`src/rtl/gpu_host_bridge_if.sv`:
```
// Host-side and bus-side signals of the GPU host bridge.
// The slave modport is the bridge's view; the master modport is the host/bus agent's view.
interface gpu_host_bridge_if;
  logic        host_req;
  logic        host_wr;
  logic [13:0] host_addr;
  logic [15:0] host_din;
  logic [15:0] host_dout;
  logic        host_ack;
  logic        host_err;
  logic        ioserv;
  logic [31:0] mem_data;
  logic        ioreq;
  logic        iowr;
  logic [12:0] cpuaddr;
  logic [31:0] cpudata;

  modport slave (
    input  host_req, host_wr, host_addr, host_din, ioserv, mem_data,
    output host_dout, host_ack, host_err, ioreq, iowr, cpuaddr, cpudata
  );

  modport master (
    output host_req, host_wr, host_addr, host_din, ioserv, mem_data,
    input  host_dout, host_ack, host_err, ioreq, iowr, cpuaddr, cpudata
  );
endinterface

```
`src/rtl/gpu_host_bridge.sv`:
```
// Bridges 16-bit host halfword accesses onto the 32-bit GPU I/O bus, advancing only on tick.
// Optional read-halfword latch is enabled by defining GPU_HOST_RDLATCH_EN.
//
// Handshakes: the host side is four-phase (host_req rises, bridge raises host_ack,
// host drops host_req, bridge drops host_ack); the bus side raises ioreq for exactly
// one tick and then waits for the ioserv grant, with iowr/cpuaddr/cpudata held stable.
module gpu_host_bridge (
  input  logic                     sys_clk,
  input  logic                     resetl,
  input  logic                     tick,
  input  logic                     big_io,
  gpu_host_bridge_if.slave         bus,
  output logic [2:0]               dbg_state
);

  typedef enum logic [2:0] {
    S_IDLE  = 3'd0,
    S_ISSUE = 3'd1,
    S_SERV  = 3'd2,
    S_CAPT  = 3'd3,
    S_ACK   = 3'd4
  } state_t;

  state_t      state_q, state_d;
  logic        ioreq_q, ioreq_d;
  logic        iowr_q, iowr_d;
  logic [12:0] cpuaddr_q, cpuaddr_d;
  logic [31:0] cpudata_q, cpudata_d;
  logic [15:0] host_dout_q, host_dout_d;
  logic        host_ack_q, host_ack_d;
  logic        host_err_q, host_err_d;
  logic        wpend_q, wpend_d;
  logic [15:0] wbuf_q, wbuf_d;
  logic [3:0]  tmo_q, tmo_d;
  logic        big_q, big_d;
  logic        alo_q, alo_d;
  logic [15:0] wbuf_eff;
  logic        hit;

`ifdef GPU_HOST_RDLATCH_EN
  logic        rvalid_q, rvalid_d;
  logic [12:0] raddr_q, raddr_d;
  logic [31:0] rbuf_q, rbuf_d;
  assign hit = !bus.host_wr && bus.host_addr[0] && rvalid_q &&
               (bus.host_addr[13:1] == raddr_q);
`else
  logic        rvalid_q;
  assign rvalid_q = 1'b0;
  assign hit      = rvalid_q;
`endif

  // A second-half write with nothing pending merges against zero.
  assign wbuf_eff = wpend_q ? wbuf_q : 16'h0000;

  always_ff @(posedge sys_clk) begin
    if (!resetl) state_q <= S_IDLE;
    else         state_q <= state_d;
  end

  always_comb begin
    state_d = state_q;
    if (tick) begin
      case (state_q)
        S_IDLE: begin
          if (bus.host_req) begin
            if ((bus.host_wr && !bus.host_addr[0]) || hit) state_d = S_ACK;
            else                                          state_d = S_ISSUE;
          end
        end
        S_ISSUE: state_d = S_SERV;
        S_SERV: begin
          if (bus.ioserv)          state_d = iowr_q ? S_ACK : S_CAPT;
          else if (tmo_q == 4'd14) state_d = S_ACK;
        end
        S_CAPT:  state_d = S_ACK;
        S_ACK:   if (!bus.host_req) state_d = S_IDLE;
        default: state_d = S_IDLE;
      endcase
    end
  end

  always_comb begin
    ioreq_d     = ioreq_q;
    iowr_d      = iowr_q;
    cpuaddr_d   = cpuaddr_q;
    cpudata_d   = cpudata_q;
    host_dout_d = host_dout_q;
    host_ack_d  = host_ack_q;
    host_err_d  = host_err_q;
    wpend_d     = wpend_q;
    wbuf_d      = wbuf_q;
    tmo_d       = tmo_q;
    big_d       = big_q;
    alo_d       = alo_q;
`ifdef GPU_HOST_RDLATCH_EN
    rvalid_d    = rvalid_q;
    raddr_d     = raddr_q;
    rbuf_d      = rbuf_q;
`endif
    if (tick) begin
      case (state_q)
        S_IDLE: begin
          if (bus.host_req) begin
            big_d = big_io;
            alo_d = bus.host_addr[0];
            if (bus.host_wr) begin
`ifdef GPU_HOST_RDLATCH_EN
              if (bus.host_addr[13:1] == raddr_q) rvalid_d = 1'b0;
`endif
              if (!bus.host_addr[0]) begin
                wbuf_d     = bus.host_din;
                wpend_d    = 1'b1;
                host_ack_d = 1'b1;
              end else begin
                cpudata_d = big_io ? {wbuf_eff, bus.host_din} : {bus.host_din, wbuf_eff};
                cpuaddr_d = bus.host_addr[13:1];
                iowr_d    = 1'b1;
                ioreq_d   = 1'b1;
                wpend_d   = 1'b0;
              end
            end else if (hit) begin
`ifdef GPU_HOST_RDLATCH_EN
              // Second half of a latched long word: big_io picks which half is "other".
              host_dout_d = big_io ? rbuf_q[15:0] : rbuf_q[31:16];
`endif
              host_ack_d = 1'b1;
            end else begin
              cpuaddr_d = bus.host_addr[13:1];
              iowr_d    = 1'b0;
              ioreq_d   = 1'b1;
            end
          end
        end
        S_ISSUE: ioreq_d = 1'b0;
        S_SERV: begin
          if (bus.ioserv) begin
            tmo_d = 4'd0;
            if (iowr_q) host_ack_d = 1'b1;
          end else if (tmo_q == 4'd14) begin
            tmo_d       = 4'd0;
            host_err_d  = 1'b1;
            host_dout_d = 16'h0000;
            host_ack_d  = 1'b1;
`ifdef GPU_HOST_RDLATCH_EN
            rvalid_d    = 1'b0;
`endif
          end else begin
            tmo_d = tmo_q + 4'd1;
          end
        end
        S_CAPT: begin
          // Upper half is selected when big_io and addr[1] disagree.
          host_dout_d = (big_q ^ alo_q) ? bus.mem_data[31:16] : bus.mem_data[15:0];
          host_ack_d  = 1'b1;
`ifdef GPU_HOST_RDLATCH_EN
          rbuf_d = bus.mem_data;
          if (!alo_q) begin
            rvalid_d = 1'b1;
            raddr_d  = cpuaddr_q;
          end
`endif
        end
        S_ACK: begin
          if (!bus.host_req) begin
            host_ack_d = 1'b0;
            host_err_d = 1'b0;
          end
        end
        default: ;
      endcase
    end
  end

  always_ff @(posedge sys_clk) begin
    if (!resetl) begin
      ioreq_q     <= 1'b0;
      iowr_q      <= 1'b0;
      cpuaddr_q   <= 13'd0;
      cpudata_q   <= 32'd0;
      host_dout_q <= 16'd0;
      host_ack_q  <= 1'b0;
      host_err_q  <= 1'b0;
      wpend_q     <= 1'b0;
      wbuf_q      <= 16'd0;
      tmo_q       <= 4'd0;
      big_q       <= 1'b0;
      alo_q       <= 1'b0;
`ifdef GPU_HOST_RDLATCH_EN
      rvalid_q    <= 1'b0;
      raddr_q     <= 13'd0;
      rbuf_q      <= 32'd0;
`endif
    end else begin
      ioreq_q     <= ioreq_d;
      iowr_q      <= iowr_d;
      cpuaddr_q   <= cpuaddr_d;
      cpudata_q   <= cpudata_d;
      host_dout_q <= host_dout_d;
      host_ack_q  <= host_ack_d;
      host_err_q  <= host_err_d;
      wpend_q     <= wpend_d;
      wbuf_q      <= wbuf_d;
      tmo_q       <= tmo_d;
      big_q       <= big_d;
      alo_q       <= alo_d;
`ifdef GPU_HOST_RDLATCH_EN
      rvalid_q    <= rvalid_d;
      raddr_q     <= raddr_d;
      rbuf_q      <= rbuf_d;
`endif
    end
  end

  assign bus.ioreq     = ioreq_q;
  assign bus.iowr      = iowr_q;
  assign bus.cpuaddr   = cpuaddr_q;
  assign bus.cpudata   = cpudata_q;
  assign bus.host_dout = host_dout_q;
  assign bus.host_ack  = host_ack_q;
  assign bus.host_err  = host_err_q;
  assign dbg_state     = state_q;

endmodule

```
`src/flat_wrapper.sv`:
```
// flat-port wrapper written by rule: the top's interface ports become plain ports
module gpu_host_bridge_flat 
  (sys_clk, resetl, tick, big_io, dbg_state, bus_host_req, bus_host_wr, bus_host_addr, bus_host_din, bus_ioserv, bus_mem_data, bus_host_dout, bus_host_ack, bus_host_err, bus_ioreq, bus_iowr, bus_cpuaddr, bus_cpudata);
  gpu_host_bridge_if bus_i ();
  input  logic sys_clk;
  input  logic resetl;
  input  logic tick;
  input  logic big_io;
  output logic [2:0] dbg_state;
  input wire logic [$bits(bus_i.host_req)-1:0] bus_host_req;
  input wire logic [$bits(bus_i.host_wr)-1:0] bus_host_wr;
  input wire logic [$bits(bus_i.host_addr)-1:0] bus_host_addr;
  input wire logic [$bits(bus_i.host_din)-1:0] bus_host_din;
  input wire logic [$bits(bus_i.ioserv)-1:0] bus_ioserv;
  input wire logic [$bits(bus_i.mem_data)-1:0] bus_mem_data;
  output wire logic [$bits(bus_i.host_dout)-1:0] bus_host_dout;
  output wire logic [$bits(bus_i.host_ack)-1:0] bus_host_ack;
  output wire logic [$bits(bus_i.host_err)-1:0] bus_host_err;
  output wire logic [$bits(bus_i.ioreq)-1:0] bus_ioreq;
  output wire logic [$bits(bus_i.iowr)-1:0] bus_iowr;
  output wire logic [$bits(bus_i.cpuaddr)-1:0] bus_cpuaddr;
  output wire logic [$bits(bus_i.cpudata)-1:0] bus_cpudata;
  assign bus_i.host_req = bus_host_req;
  assign bus_i.host_wr = bus_host_wr;
  assign bus_i.host_addr = bus_host_addr;
  assign bus_i.host_din = bus_host_din;
  assign bus_i.ioserv = bus_ioserv;
  assign bus_i.mem_data = bus_mem_data;
  assign bus_host_dout = bus_i.host_dout;
  assign bus_host_ack = bus_i.host_ack;
  assign bus_host_err = bus_i.host_err;
  assign bus_ioreq = bus_i.ioreq;
  assign bus_iowr = bus_i.iowr;
  assign bus_cpuaddr = bus_i.cpuaddr;
  assign bus_cpudata = bus_i.cpudata;
  gpu_host_bridge u_core (.sys_clk(sys_clk), .resetl(resetl), .tick(tick), .big_io(big_io), .bus(bus_i), .dbg_state(dbg_state));
endmodule
```
`config.mk`:
```
export PLATFORM = sky130hd
export DESIGN_NAME = gpu_host_bridge_flat
export DESIGN_NICKNAME = d
export VERILOG_FILES = /design/src/rtl/gpu_host_bridge_if.sv /design/src/rtl/gpu_host_bridge.sv /design/src/flat_wrapper.sv
export SDC_FILE = /design/constraint.sdc
export NUM_CORES = 1
export LEC_CHECK = 0
export BUFFER_PORTS_ARGS = -buffer_cell sky130_fd_sc_hd__buf_2
export CAP_MARGIN = 20
export CORE_MARGIN = 1.5
export CORE_UTILIZATION = 54
export DETAILED_ROUTE_END_ITERATION = 6
export GPL_ROUTABILITY_DRIVEN = 0
export PLACE_DENSITY_LB_ADDON = 0.1
export SLEW_MARGIN = 40
export SYNTH_ARGS = -nofsm -noshare
export SYNTH_HDL_FRONTEND = slang
export SYNTH_SLANG_ARGS = --single-unit
```
`constraint.sdc`:
```
create_clock -name sys_clk -period 2.7 [get_ports sys_clk]
set_input_delay 0.405 -clock sys_clk [delete_from_list [all_inputs] [get_ports sys_clk]]
set_output_delay 0.405 -clock sys_clk [all_outputs]
set_load 0.1 [all_outputs]
```
==> flow_summary.rst <==
.. list-table::
   :header-rows: 1

   * - Metric
     - Value
   * - Routed wire per std cell
     - 13.0 µm
   * - Wirelength, routed
     - 8880 µm
   * - Post-Synthesis Mean Instance Area
     - 8.71 µm²
   * - Critical path fanouts, max
     - 13
   * - Peak supply drop
     - 574 µV
   * - Placement row count
     - 31
   * - Ys async rst share
     - 0
   * - Post-DRT Antenna Nets
     - 0
   * - Crit path time final
     - 1890 ps
   * - Die height
     - 89.1 µm
   * - Most used cells in the layout excluding fill and tap cells
     - buf_2, nor2_1, dfxtp_1
   * - Count of vias placed by the detailed router
     - 3,620
   * - Total Routing Usage GR
     - 0.224
   * - Cell Area, Synth
     - 0.00400 mm²
   * - Post-CTS resize count
     - 0
   * - Xor and xnor area share after synthesis
     - 0.00407
   * - Most used flip-flop cell after synthesis
     - dfxtp_1
   * - Starting density of the core
     - 0.554
   * - Leading post-synthesis cells by cell area
     - dfxtp_1, mux2i_1, nor2_1, a21oi_1, a311oi_1
   * - Post-route core utilization
     - 0.686
   * - Post-synthesis instance total
     - 459
   * - Crit Path Category
     - reg -> out
   * - Sinks on the clock net
     - 91
   * - Area share of the largest cell type after synthesis
     - 0.456
   * - I/O pin cnt
     - 137
   * - CP cell instances
     - buf_2
   * - Largest net degree at the start of global routing
     - 71
   * - Drt via density
     - 5.31
   * - Sequential element share of the synthesized area
     - 0.456
   * - Register-to-Register Setup Slack
     - 850 ps
   * - Outcome
     - finished clean
   * - Number of diodes added for antenna fixing
     - 0
   * - Synth Net Count
     - 530
   * - Drt drc
     - 0
   * - Minimum hold slack
     - 281 ps
   * - Sum Neg Setup Slack
     - 0 ps
   * - Final cell count without fillers
     - 682
   * - Post-CTS Hold Buffers
     - 0
   * - Length of the first detailed-routing pass in iterations
     - 4
   * - Slowest cell on crit path
     - dfxtp_1
   * - Yosys warning total
     - 0
   * - Setup repair after global routing missed its margin
     - no
   * - Rel. slew slack
     - 0.527
   * - Number of I/O port buffers
     - 136
   * - Worst Max-Slew Pin Slew
     - 710 ps
   * - Type of the most critical hold path
     - in -> reg
   * - DRC violation total after the first TritonRoute iteration
     - 165
   * - Worst setup EP type
     - output pin
   * - First-pass GRT wire length
     - 13,900 µm
   * - Number of clock buffers inserted by TritonCTS
     - 9
   * - Top cell family by delay on the critical path
     - flip-flops
   * - Clock tree from TritonCTS
     - done
   * - Number of enable-type register cells in the synthesized netlist
     - 0
   * - Post-detailed-placement half-perimeter wirelength
     - 5940 µm
   * - Clock root buffer
     - clkbuf_8
   * - Total buffers and inverters traversed by the critical path
     - 1
   * - Number of maximum-capacitance constraint violations
     - 0
   * - Post-DP Area
     - 0.00474 mm²
   * - Cell type contributing the most total cell area after synthesis
     - dfxtp_1
   * - Most frequent standard cell in the layout excluding fill and tap cells
     - buf_2
   * - Post-route cell area
     - 0.00495 mm²
   * - Number of H-tree levels
     - 3
   * - Final hold vios
     - 0
   * - Yosys reg bits
     - 91
   * - Power density normalized to cell area
     - 634 mW/mm²
   * - Die area
     - 0.00793 mm²
   * - Maximum count of clock buffers along a single path
     - 2
   * - Total Nets Final
     - 649
   * - Distinct cell type count after synthesis
     - 38
   * - Static leakage
     - 2.36 nW
   * - Clock-pin slew reported for the worst setup and hold paths after clock tree synthesis
     - 90 ps
   * - Setup Viol. Count Final
     - 0
   * - Ratio of final minimum period to clock period
     - 0.701
   * - Core region area
     - 0.00721 mm²
   * - Main combinational cell family by area after synthesis
     - simple AND/OR/NAND/NOR gates
   * - Post-synthesis simple-gate area fraction
     - 0.217
   * - Die Wd
     - 89.1 µm
   * - Synth Area in Compound Gates
     - 0.151
   * - Share of final-layout standard cells stronger than drive strength 1
     - 0.285
   * - CP required
     - 2300 ps
   * - Delay contributed by the slowest stage of the critical path
     - 610 ps
   * - Data arrival time of the critical path
     - 1490 ps
   * - Fillcell total
     - 621
   * - Adder-cell area share of the yosys netlist
     - 0.00626
   * - Cell count after placement
     - 666
   * - Highest clock rate
     - 0.528 GHz
   * - Vias in the first global route
     - 3,092
   * - Number of buffers inserted to repair setup after CTS
     - 0
   * - Area delta synth->final
     - 23.8%
   * - Residual overflow from global routing
     - 0
   * - Startpoint class of the critical path
     - register
   * - Final max-slew violation count
     - 0
   * - Initial antenna violation count
     - 0
   * - Proportion of synthesized area in mux cells
     - 0.120
   * - Clock latency of the later-clocked register in the worst-skew pair
     - 360 ps
   * - Max Clock Skew
     - 12.2 ps
## final timing paths
check,start,end,cells after the start
max reg2reg,u_core.dbg_state[2]$_SDFFE_PN0P_,u_core.bus.cpudata[26]$_SDFFE_PN0P_,5
max,u_core.dbg_state[1]$_SDFFE_PN0P_,dbg_state[1],1
min reg2reg,u_core.bus.ioreq$_SDFFE_PN0P_,u_core.bus.ioreq$_SDFFE_PN0P_,2
min,bus_host_addr[5],u_core.bus.cpuaddr[4]$_SDFFE_PN0P_,3
## power by group
group          leakage, nW  total [mW]  switching (mW)  internal [mW]
clock network        0.109       0.963           0.481          0.482
logic                 1.51       0.729           0.532          0.197
registers            0.737        1.45          0.0494           1.40
## logic make-up after synthesis
group | Yosys count
AOI/OAI and AO/OA | 87
muxes | 48
DFF | 91
xor gates and xnor gates | 1
adders and majority gates | 2
buffers and inverters | 42
and+or+nand+nor | 188
## metal layers
layer	wire, µm	track usage	vias up
met5	0	0	-
met4	189	0.106	0
met3	651	0.0600	18
met2	4150	0.369	113
met1	3890	0.272	1647
li1	-	-	1842
## cell usage after synthesis (6+ instances only)
library cell,count
a21oi_1,31
a2bb2oi_1,7
mux2i_1,48
nor2_1,94
a311oi_1,16
nand2b_1,18
a211oi_1,16
or3_1,9
buf_2,10
dfxtp_1,91
nand2_1,33
inv_1,6
nand3_1,20
clkbuf_1,21
## state kept, by name, indices dropped and copies added, names as in the netlist
| signal | cells |
|---|---|
| u_core.bus.iowr | 1 |
| u_core.wbuf_q | 16 |
| u_core.alo_q | 1 |
| u_core.bus.cpudata | 32 |
| u_core.bus.host_ack | 1 |
| u_core.dbg_state | 3 |
| u_core.bus.host_dout | 16 |
| u_core.tmo_q | 4 |
| u_core.big_q | 1 |
| u_core.bus.cpuaddr | 13 |
| u_core.bus.host_err | 1 |
| u_core.wpend_q | 1 |
| u_core.bus.ioreq | 1 |
## metrics by stage
| stage | total power [mW] | worst slack [ps] |
|---|---|---|
| global route | 3.26 | 699 |
| finish | 3.14 | 807 |
| floorplan | 2.05 | 380 |
| detailed placement | 2.21 | 811 |
| CTS | 3.16 | 796 |
| global placement | 2.19 | 779 |
## area by class of cell
| class | instances | area [µm²] | area share |
|---|---|---|---|
| well taps | 99 | 124 | 0.0250 |
| clock inverters | 5 | 61.3 | 0.0124 |
| clock buffers | 11 | 151 | 0.0306 |
| inverters | 7 | 26.3 | 0.00531 |
| flip-flops and latches | 91 | 1820 | 0.368 |
| repair buffers | 143 | 761 | 0.154 |
| multi-input cells | 326 | 2000 | 0.405 |
Power figures use the tool's default switching activity.
